**config.mk**
```make
export PLATFORM = sky130hd
export DESIGN_NAME = gpio_bcd_display
export DESIGN_NICKNAME = d
export VERILOG_FILES = /design/src/rtl/gpio_disp_pkg.sv /design/src/rtl/seg7_encode.sv /design/src/rtl/gpio_bcd_display.sv
export SDC_FILE = /design/constraint.sdc
export NUM_CORES = 1
export LEC_CHECK = 0
export CAP_MARGIN = 20
export CORE_MARGIN = 3
export CORE_UTILIZATION = 30
export CTS_CLUSTER_SIZE = 24
export DETAILED_ROUTE_END_ITERATION = 6
export GPL_TIMING_DRIVEN = 1
export PLACE_DENSITY_LB_ADDON = 0.1
export SETUP_SLACK_MARGIN = 0.15
export SLEW_MARGIN = 20
export SYNTH_ARGS = -nofsm -noshare
export SYNTH_HDL_FRONTEND = slang
export SYNTH_SLANG_ARGS = --single-unit
```
**constraint.sdc**
```tcl
create_clock -name clk -period 2.9 [get_ports clk]
set_input_delay 0.58 -clock clk [delete_from_list [all_inputs] [get_ports clk]]
set_output_delay 0.58 -clock clk [all_outputs]
set_load 0.02 [all_outputs]
```
**src/rtl/gpio_disp_pkg.sv**
```systemverilog
// Shared FSM state type and active-low seven-segment codes for the GPIO decimal display.
package gpio_disp_pkg;

  typedef enum logic [1:0] {
    ST_IDLE  = 2'd0,
    ST_SHIFT = 2'd1,
    ST_DONE  = 2'd2
  } disp_state_e;

  localparam logic [6:0] SEG_BLANK = 7'h7F;

  // Segment order {g,f,e,d,c,b,a}, a lit segment is 0.
  localparam logic [6:0] SEG_DIGIT [0:9] = '{
    7'b1000000, 7'b1111001, 7'b0100100, 7'b0110000, 7'b0011001,
    7'b0010010, 7'b0000010, 7'b1111000, 7'b0000000, 7'b0010000
  };

endpackage

```
**src/rtl/seg7_encode.sv**
```systemverilog
// One BCD digit to active-low segments; non-decimal codes and forced blanking give a dark digit.
module seg7_encode
  import gpio_disp_pkg::*;
(
  input  logic [3:0] bcd,
  input  logic       blank,
  output logic [6:0] seg
);

  // Digit lookup with blanking override.
  always_comb begin
    seg = SEG_BLANK;
    if (blank) begin
      seg = SEG_BLANK;
    end else begin
      case (bcd)
        4'd0:    seg = SEG_DIGIT[0];
        4'd1:    seg = SEG_DIGIT[1];
        4'd2:    seg = SEG_DIGIT[2];
        4'd3:    seg = SEG_DIGIT[3];
        4'd4:    seg = SEG_DIGIT[4];
        4'd5:    seg = SEG_DIGIT[5];
        4'd6:    seg = SEG_DIGIT[6];
        4'd7:    seg = SEG_DIGIT[7];
        4'd8:    seg = SEG_DIGIT[8];
        4'd9:    seg = SEG_DIGIT[9];
        default: seg = SEG_BLANK;
      endcase
    end
  end

endmodule

```
**src/rtl/gpio_bcd_display.sv**
```systemverilog
// Watches the GPIO output register, converts each new value to decimal with a
// sequential shift/add-3 engine and drives NDIG seven-segment digits.
module gpio_bcd_display
  import gpio_disp_pkg::*;
#(
  parameter int WIDTH    = 32,
  parameter int NDIG     = 8,
  parameter int BLANK_LZ = 1
) (
  input  logic               clk,
  input  logic               rst_n,
  input  logic [WIDTH-1:0]   gpio_in,
  output logic               busy,
  output logic               ovf,
  output logic [4*NDIG-1:0]  bcd_out,
  output logic [7*NDIG-1:0]  hex_out
);

  localparam int NBCD  = (WIDTH * 30103) / 100000 + 1;
  localparam int CNT_W = (WIDTH > 1) ? $clog2(WIDTH) : 1;

  disp_state_e          state_r;
  logic [WIDTH-1:0]     last_val_r;
  logic [WIDTH-1:0]     shift_r;
  logic [4*NBCD-1:0]    acc_r;
  logic [CNT_W-1:0]     cnt_r;
  logic                 ovf_r;
  logic [4*NDIG-1:0]    bcd_r;
  logic [7*NDIG-1:0]    hex_r;

  logic [4*NBCD-1:0]    acc_adj_s;
  logic                 ovf_next_s;
  logic [NDIG-1:0]      blank_s;
  logic                 zero_run_s;
  logic [7*NDIG-1:0]    hex_next_s;

  for (genvar g = 0; g < NBCD; g++) begin : g_add3
    assign acc_adj_s[4*g +: 4] = (acc_r[4*g +: 4] >= 4'd5) ? (acc_r[4*g +: 4] + 4'd3)
                                                           : acc_r[4*g +: 4];
  end

  if (NBCD > NDIG) begin : g_ovf
    assign ovf_next_s = |acc_r[4*NBCD-1:4*NDIG];
  end else begin : g_no_ovf
    assign ovf_next_s = 1'b0;
  end

  // Leading-zero blanking over the displayed digits; overflow shows everything.
  always_comb begin
    zero_run_s = 1'b1;
    blank_s    = '0;
    for (int i = NDIG - 1; i >= 0; i--) begin
      zero_run_s = zero_run_s & (acc_r[4*i +: 4] == 4'd0);
      blank_s[i] = (i != 0) && (BLANK_LZ != 0) && !ovf_next_s && zero_run_s;
    end
  end

  for (genvar d = 0; d < NDIG; d++) begin : g_seg
    seg7_encode u_seg (
      .bcd   (acc_r[4*d +: 4]),
      .blank (blank_s[d]),
      .seg   (hex_next_s[7*d +: 7])
    );
  end

  // Conversion FSM with registered result outputs.
  always_ff @(posedge clk) begin
    if (!rst_n) begin
      state_r    <= ST_IDLE;
      last_val_r <= '0;
      shift_r    <= '0;
      acc_r      <= '0;
      cnt_r      <= '0;
      ovf_r      <= 1'b0;
      bcd_r      <= '0;
      for (int i = 0; i < NDIG; i++) begin
        hex_r[7*i +: 7] <= ((i == 0) || (BLANK_LZ == 0)) ? SEG_DIGIT[0] : SEG_BLANK;
      end
    end else begin
      case (state_r)
        ST_IDLE: begin
          if (gpio_in != last_val_r) begin
            last_val_r <= gpio_in;
            shift_r    <= gpio_in;
            acc_r      <= '0;
            cnt_r      <= '0;
            state_r    <= ST_SHIFT;
          end
        end
        ST_SHIFT: begin
          acc_r   <= {acc_adj_s[4*NBCD-2:0], shift_r[WIDTH-1]};
          shift_r <= shift_r << 1;
          cnt_r   <= cnt_r + 1'b1;
          if (cnt_r == CNT_W'(WIDTH - 1)) begin
            state_r <= ST_DONE;
          end
        end
        ST_DONE: begin
          bcd_r   <= acc_r[4*NDIG-1:0];
          ovf_r   <= ovf_next_s;
          hex_r   <= hex_next_s;
          state_r <= ST_IDLE;
        end
        default: begin
          state_r <= ST_IDLE;
        end
      endcase
    end
  end

  assign busy    = (state_r != ST_IDLE);
  assign ovf     = ovf_r;
  assign bcd_out = bcd_r;
  assign hex_out = hex_r;

endmodule

```
==> flow_metrics.env, run 1 <==
export IMPL_powerDensity_nw_per_um2=480
export IMPL_utilization=0.417
export IMPL_report_final_hold_viol_count=0
export IMPL_synth_edf_count=0
export IMPL_ir_drop_v=0.000537
export IMPL_synth_top_family_by_area="compound AO/OA/AOI/OAI gates"
export IMPL_ys_seq_elements=249
export IMPL_htreeDepth=1
export IMPL_ys_warn_count=0
export IMPL_status="finished, final reports clean"
export IMPL_ant_nets=0
export IMPL_drt_iter0_markers=429
export IMPL_area_growth_pct=36.3
export IMPL_postPlaceCellArea_um2=14500
export IMPL_synthAdderAreaFrac=0.0733
export IMPL_maxCapViolCount=0
export IMPL_synthCells=1361
export IMPL_antenna_found_initial=2
export IMPL_die_area_um2=41100
export IMPL_syn_cell_area_um2=11600
export IMPL_insertion_delay_ns=0.56
export IMPL_start_util=0.306
export IMPL_first_pass_iters=4
export IMPL_synthFlopType="dfxtp_1"
export IMPL_rsz0062_at_grt="no"
export IMPL_die_w_um=203
export IMPL_dp_hpwl_mm=23.2
export IMPL_worst_pin_slew_ns=0.613
export IMPL_layout_nets=1684
export IMPL_gr_total_overflow=0
export IMPL_async_flop_share=0
export IMPL_avgViaCountPerCell=4.80
export IMPL_grt_max_degree=68
export IMPL_stdcell_area_um2=15800
export IMPL_crit_type="in -> reg"
export IMPL_hold_class="in -> reg"
export IMPL_setup_viol=0
export IMPL_fin_ws_ns=0.206
export IMPL_finalClockSkew_ns=0.0230
export IMPL_cts_sinks=249
export IMPL_rows=71
export IMPL_routed_wl_mm=33.2
export IMPL_pre_cts_slack_ns=-0.650
export IMPL_grt_usage=0.158
export IMPL_required_ns=3.36
export IMPL_num_io_pins=124
export IMPL_max_clock_freq_mhz=371
export IMPL_synth_simple_gate_area_frac=0.177
export IMPL_syn_avg_cell_area_um2=8.52
export IMPL_grt_pass1_wl_mm=53.4
export IMPL_cp_start_kind="input pin"
export IMPL_clk_pin_slew_worst_paths_ns=0.06
export IMPL_cts_root_buffer="clkbuf_16"
export IMPL_cts_buffer_depth=3
export IMPL_vias=10100
export IMPL_antennaDiodeCount=0
export IMPL_yosysSeqAreaShare=0.430
export IMPL_place_congestion=0.811
export IMPL_timing_setup_tns_ns=0
export IMPL_drive_gt1_frac=0.183
export IMPL_drc_errors=0
export IMPL_worstSetupEndpointType="flop"
export IMPL_core_um2=37900
export IMPL_syn_nets=1463
export IMPL_grt_pass1_vias=10200
export IMPL_slew_violations=0
export IMPL_post_route_period_util=0.929
export IMPL_wl_per_cell_um=15.7
export IMPL_cts_tree="yes"
export IMPL_cp_max_fo=7
export IMPL_numCtsBuffers=30
export IMPL_synth_xor_area_frac=0.0332
export IMPL_dieHeight_um=203
export IMPL_holdWs_ns=0.393
export IMPL_period_needed_ns=2.69
export IMPL_crit_arrival_ns=3.15
export IMPL_synth_compound_area_frac=0.194
export IMPL_portBuffers=123
export IMPL_leakage_nw=6.70
export IMPL_ys_types=59
export IMPL_slew_headroom=0.590
export IMPL_synthMuxAreaShare=0.0406
## final timing paths
| path | to | slack, ns | cells past startpoint | start |
|---|---|---|---|---|
| setup / recovery | flop | 0.21 | 13 | gpio_in[12] |
| hold / removal | shift_r[8]$_SDFFE_PN0P_ | 0.39 | 3 | gpio_in[8] |
| setup reg to reg | flop | 0.29 | 12 | last_val_r[31]$_SDFFE_PN0P_ |
| hold reg to reg | hex_out[54]$_SDFFE_PN1N_ | 0.44 | 2 | flop |
## cells in the final DEF (no fill, tap or decap), types with 13 or more instances in the layout
master,n
dfxtp_1,247
nand2_1,189
buf_4,147
nor2_1,143
a21oi_1,98
clkdlybuf4s50_1,96
ha_1,61
o21ai_0,60
inv_1,50
mux2i_1,47
nor3_1,43
a311oi_1,31
clkbuf_16,31
xor2_1,24
o22ai_1,22
dlymetal6s2s_1,21
nand3_1,17
a31o_2,16
a211oi_1,16
nand2b_1,13
## worst max-delay path: stages
cell and delay [ns]:
clkdlybuf4s50_1 0.50, xor2_1 0.24, nor4_2 0.06, buf_4 0.15
nand4_4 0.09, o31ai_4 0.08, buf_6 0.14, buf_6 0.12
buf_6 0.13, a31o_2 0.29, buf_4 0.16, or3_1 0.45
o211a_1 0.16
## cell usage after synthesis (all sizes together), types with 8 or more instances
cell      n  area share
a311oi   31       0.023
a21oi   103       0.045
o21ai    64       0.028
o31ai     8      0.0064
a22oi    11      0.0071
ha       68       0.073
xor2     33       0.025
o21a     12      0.0078
inv      60       0.019
o22ai    22       0.012
nand2   191       0.062
xnor2    11      0.0083
clkbuf   70       0.023
nor3b    12      0.0078
a21o      8      0.0052
nor2    149       0.048
a211oi   16       0.010
mux2i    47       0.041
nor4     10      0.0088
nand2b   13      0.0070
buf      21       0.011
nor3     43       0.019
a31o     24       0.018
dfxtp   249        0.43
nand3    17      0.0073
and3     10      0.0054
## logic make-up (layout without fill, tap and decap cells)
| family | Yosys count | count (layout) |
|---|---|---|
| multiplexers | 47 | 47 |
| adder cells (fa/ha/maj) | 68 | 68 |
| flip-flops | 249 | 249 |
| AO/OA/AOI/OAI | 339 | 339 |
| buffers and inverters | 151 | 390 |
| XOR/XNOR | 44 | 44 |
| AND/OR/NAND/NOR | 463 | 463 |
## layer usage
layer	global-route usage	up-vias	part of all wire
met1	0.211	4724	0.48
met3	0.0329	52	0.045
li1	-	5187	-
met2	0.263	165	0.46
met4	0.0396	4	0.023
met5	0	-	0.00081
## stage by stage
step / std cells / power, mW
3_5_place_dp: 2049 / 3.96
5_1_grt: 2111 / 7.90
3_3_place_gp: 2049 / 3.95
6_report: 2111 / 7.59
2_1_floorplan: 1361 / 3.78
4_1_cts: 2106 / 7.72
## final cells by class
class,instances,area [µm²]
clock inverters,9,100
fillers,3857,22100
clock buffers,41,873
multi-input cells,961,6390
inverters,60,236
well taps,511,639
repair buffers,280,2580
flip-flops and latches,249,4990
## report_power, final
| group | leakage [nW] | switching, mW | internal (mW) |
|---|---|---|---|
| clock network | 0.478 | 1.44 | 2.25 |
| logic | 4.20 | 0.219 | 0.161 |
| registers | 2.02 | 0.0343 | 3.48 |
| total | 6.70 | 1.70 | 5.89 |
## what timing repair did
| action | 4_1_cts | 5_1_grt |
|---|---|---|
| pin swaps | 9 | 16 |
| gates resized for setup | 14 | 48 |
| endpoints found under the setup margin | 31 | 47 |
| hold buffers | 0 | 0 |
| setup buffers | 5 | 5 |
| gates cloned | 2 | 0 |
Note: power is estimated with default switching activity, not from simulation.
==> run 2, diff against run 1 <==
--- a/config.mk
+++ b/config.mk
@@ -6,11 +6,11 @@
 export NUM_CORES = 1
 export LEC_CHECK = 0
 export CAP_MARGIN = 20
+export CORE_ASPECT_RATIO = 0.75
 export CORE_MARGIN = 3
 export CORE_UTILIZATION = 30
 export CTS_CLUSTER_SIZE = 24
 export DETAILED_ROUTE_END_ITERATION = 6
-export GPL_TIMING_DRIVEN = 1
 export PLACE_DENSITY_LB_ADDON = 0.1
 export SETUP_SLACK_MARGIN = 0.15
 export SLEW_MARGIN = 20
==> run 2 against run 1 <==
Flip-flop and latch count unchanged. Register-to-register slack got worse by 0.07 ns. Sequential power hardly changed. Sequential share of layout area hardly changed. Critical path depth fell by 2. Clock-buffer cell count down 5. Global-route usage is 0.96 points higher. Maximum frequency decreased by 0.27%. Worst hold slack improved by 0.044 ns. Via count hardly changed. Die area about the same. Total power decreased by 1.4%. Critical path type unchanged. Largest cell class unchanged.
==> flow_metrics.env, run 2 (synthesis results as in run 1) <==
export IMPL_fin_ws_ns=0.199
export IMPL_top_layer="met4"
export IMPL_hold_path_depth=4
export IMPL_setup_viol=0
export IMPL_cp_max_fo=8
export IMPL_first_pass_iters=5
export IMPL_grt_max_degree=85
export IMPL_die_area_um2=41100
export IMPL_powerDensity_nw_per_um2=473
export IMPL_ant_nets=0
export IMPL_met2_length_mm=13.8
export IMPL_pre_cts_slack_ns=-0.811
export IMPL_ir_drop_v=0.000407
export IMPL_grt_usage=0.168
export IMPL_drt_iter0_markers=633
export IMPL_wl_met1_mm=18.6
export IMPL_dieHeight_um=176
export IMPL_layout_nets=1691
export IMPL_hold_class="in -> reg"
export IMPL_htreeDepth=1
export IMPL_worstSetupEndpointType="flop"
export IMPL_status="finished, final reports clean"
export IMPL_place_congestion=0.818
export IMPL_max_clock_freq_mhz=370
export IMPL_cts_buffer_depth=3
export IMPL_wl_per_cell_um=16.3
export IMPL_leakage_nw=6.62
export IMPL_hold_buffers=0
export IMPL_timing_setup_tns_ns=0
export IMPL_dr_wl_met3_mm=1.55
export IMPL_portBuffers=123
export IMPL_gr_total_overflow=0
export IMPL_r2r_cells=10
export IMPL_cts_root_buffer="clkbuf_16"
export IMPL_grt_pass1_wl_mm=55.5
export IMPL_rsz0062_at_grt="yes"
export IMPL_required_ns=3.34
export IMPL_mostFrequentLayoutCells="246 x dfxtp_1, 189 x nand2_1, 153 x buf_4"
export IMPL_core_um2=37600
export IMPL_drive_gt1_frac=0.190
export IMPL_finalClockSkew_ns=0.0180
export IMPL_post_route_period_util=0.931
export IMPL_cts_sinks=249
export IMPL_rows=61
export IMPL_die_w_um=233
export IMPL_mostFrequentLayoutCell="dfxtp_1"
export IMPL_routed_wl_mm=34.4
export IMPL_cp_start_kind="input pin"
export IMPL_period_needed_ns=2.70
export IMPL_crit_type="in -> reg"
export IMPL_dp_hpwl_mm=24.0
export IMPL_cts_tree="yes"
export IMPL_slew_violations=0
export IMPL_total_power_mw=7.48
export IMPL_drc_errors=0
export IMPL_slew_headroom=0.490
export IMPL_numCtsBuffers=28
export IMPL_insertion_delay_ns=0.56
export IMPL_antenna_found_initial=0
export IMPL_report_final_hold_viol_count=0
export IMPL_start_util=0.308
export IMPL_num_io_pins=124
export IMPL_area_growth_pct=36.5
export IMPL_maxCapViolCount=0
export IMPL_avgViaCountPerCell=4.80
export IMPL_vias=10100
export IMPL_crit_arrival_ns=3.15
export IMPL_worst_pin_slew_ns=0.755
export IMPL_clk_pin_slew_worst_paths_ns=0.06
export IMPL_grt_pass1_vias=9932
## run 2: worst paths after layout
check,from,slack (ns),endpoint
setup / recovery,gpio_in[25],0.20,flop
hold / removal,gpio_in[22],0.44,last_val_r[22]$_SDFFE_PN0P_
setup reg to reg,last_val_r[1]$_SDFFE_PN0P_,0.22,flop
hold reg to reg,flop,0.44,hex_out[11]$_SDFFE_PN1N_
## run 2: layout make-up
cell class,count,area (µm²)
inverters,60,239
clock inverters,12,151
multi-input cells,961,6430
repair buffers,289,2630
fillers,3792,21800
diodes,1,2.50
clock buffers,36,761
flip-flops and latches,249,4990
well taps,504,631
## run 2: worst max-delay path: stages
cell	delay, ns
clkdlybuf4s50_1	0.45
xor2_1	0.17
nor4_2	0.25
buf_4	0.16
nand4_4	0.13
o31ai_4	0.37
buf_12	0.20
a31oi_2	0.20
ha_1	0.27
o31ai_1	0.26
a21oi_1	0.09
## run 2: layer usage
layer	vias up	track usage
met5	-	0
met4	0	0.0282
met3	33	0.0274
met2	195	0.238
met1	4725	0.266
li1	5187	-
## run 2: per-stage QoR
step | hold slack (ns) | instance area [µm²] | std cells | util
2_1_floorplan | 0.418 | 11800 | 1361 | -
3_3_place_gp | 0.426 | 14500 | 2048 | 0.387
3_5_place_dp | 0.430 | 14500 | 2048 | 0.387
4_1_cts | 0.439 | 15600 | 2103 | 0.414
5_1_grt | 0.452 | 15800 | 2111 | 0.421
6_report | 0.438 | 15800 | 2112 | 0.421
## run 2: what timing repair did
item                       in CTS  in global routing
setup buffers                   6                  8
hold endpoints to repair        0                  0
pin swaps                       9                 29
setup endpoints to repair      50                 45
cloned                          1                  0
gates resized for setup        22                 44
## run 2: report_power, final
| group | switching [mW] | internal (mW) |
|---|---|---|
| sequential | 0.0350 | 3.48 |
| combinational | 0.226 | 0.165 |
| clock | 1.48 | 2.11 |
==> run 3, diff against run 2 <==
--- a/config.mk
+++ b/config.mk
@@ -13,7 +13,7 @@
 export DETAILED_ROUTE_END_ITERATION = 6
 export PLACE_DENSITY_LB_ADDON = 0.1
 export SETUP_SLACK_MARGIN = 0.15
-export SLEW_MARGIN = 20
+export SLEW_MARGIN = 5
 export SYNTH_ARGS = -nofsm -noshare
 export SYNTH_HDL_FRONTEND = slang
 export SYNTH_SLANG_ARGS = --single-unit
==> results of run 3 <==
No change in the layout: final DEF, timing and power equal those of run 2.
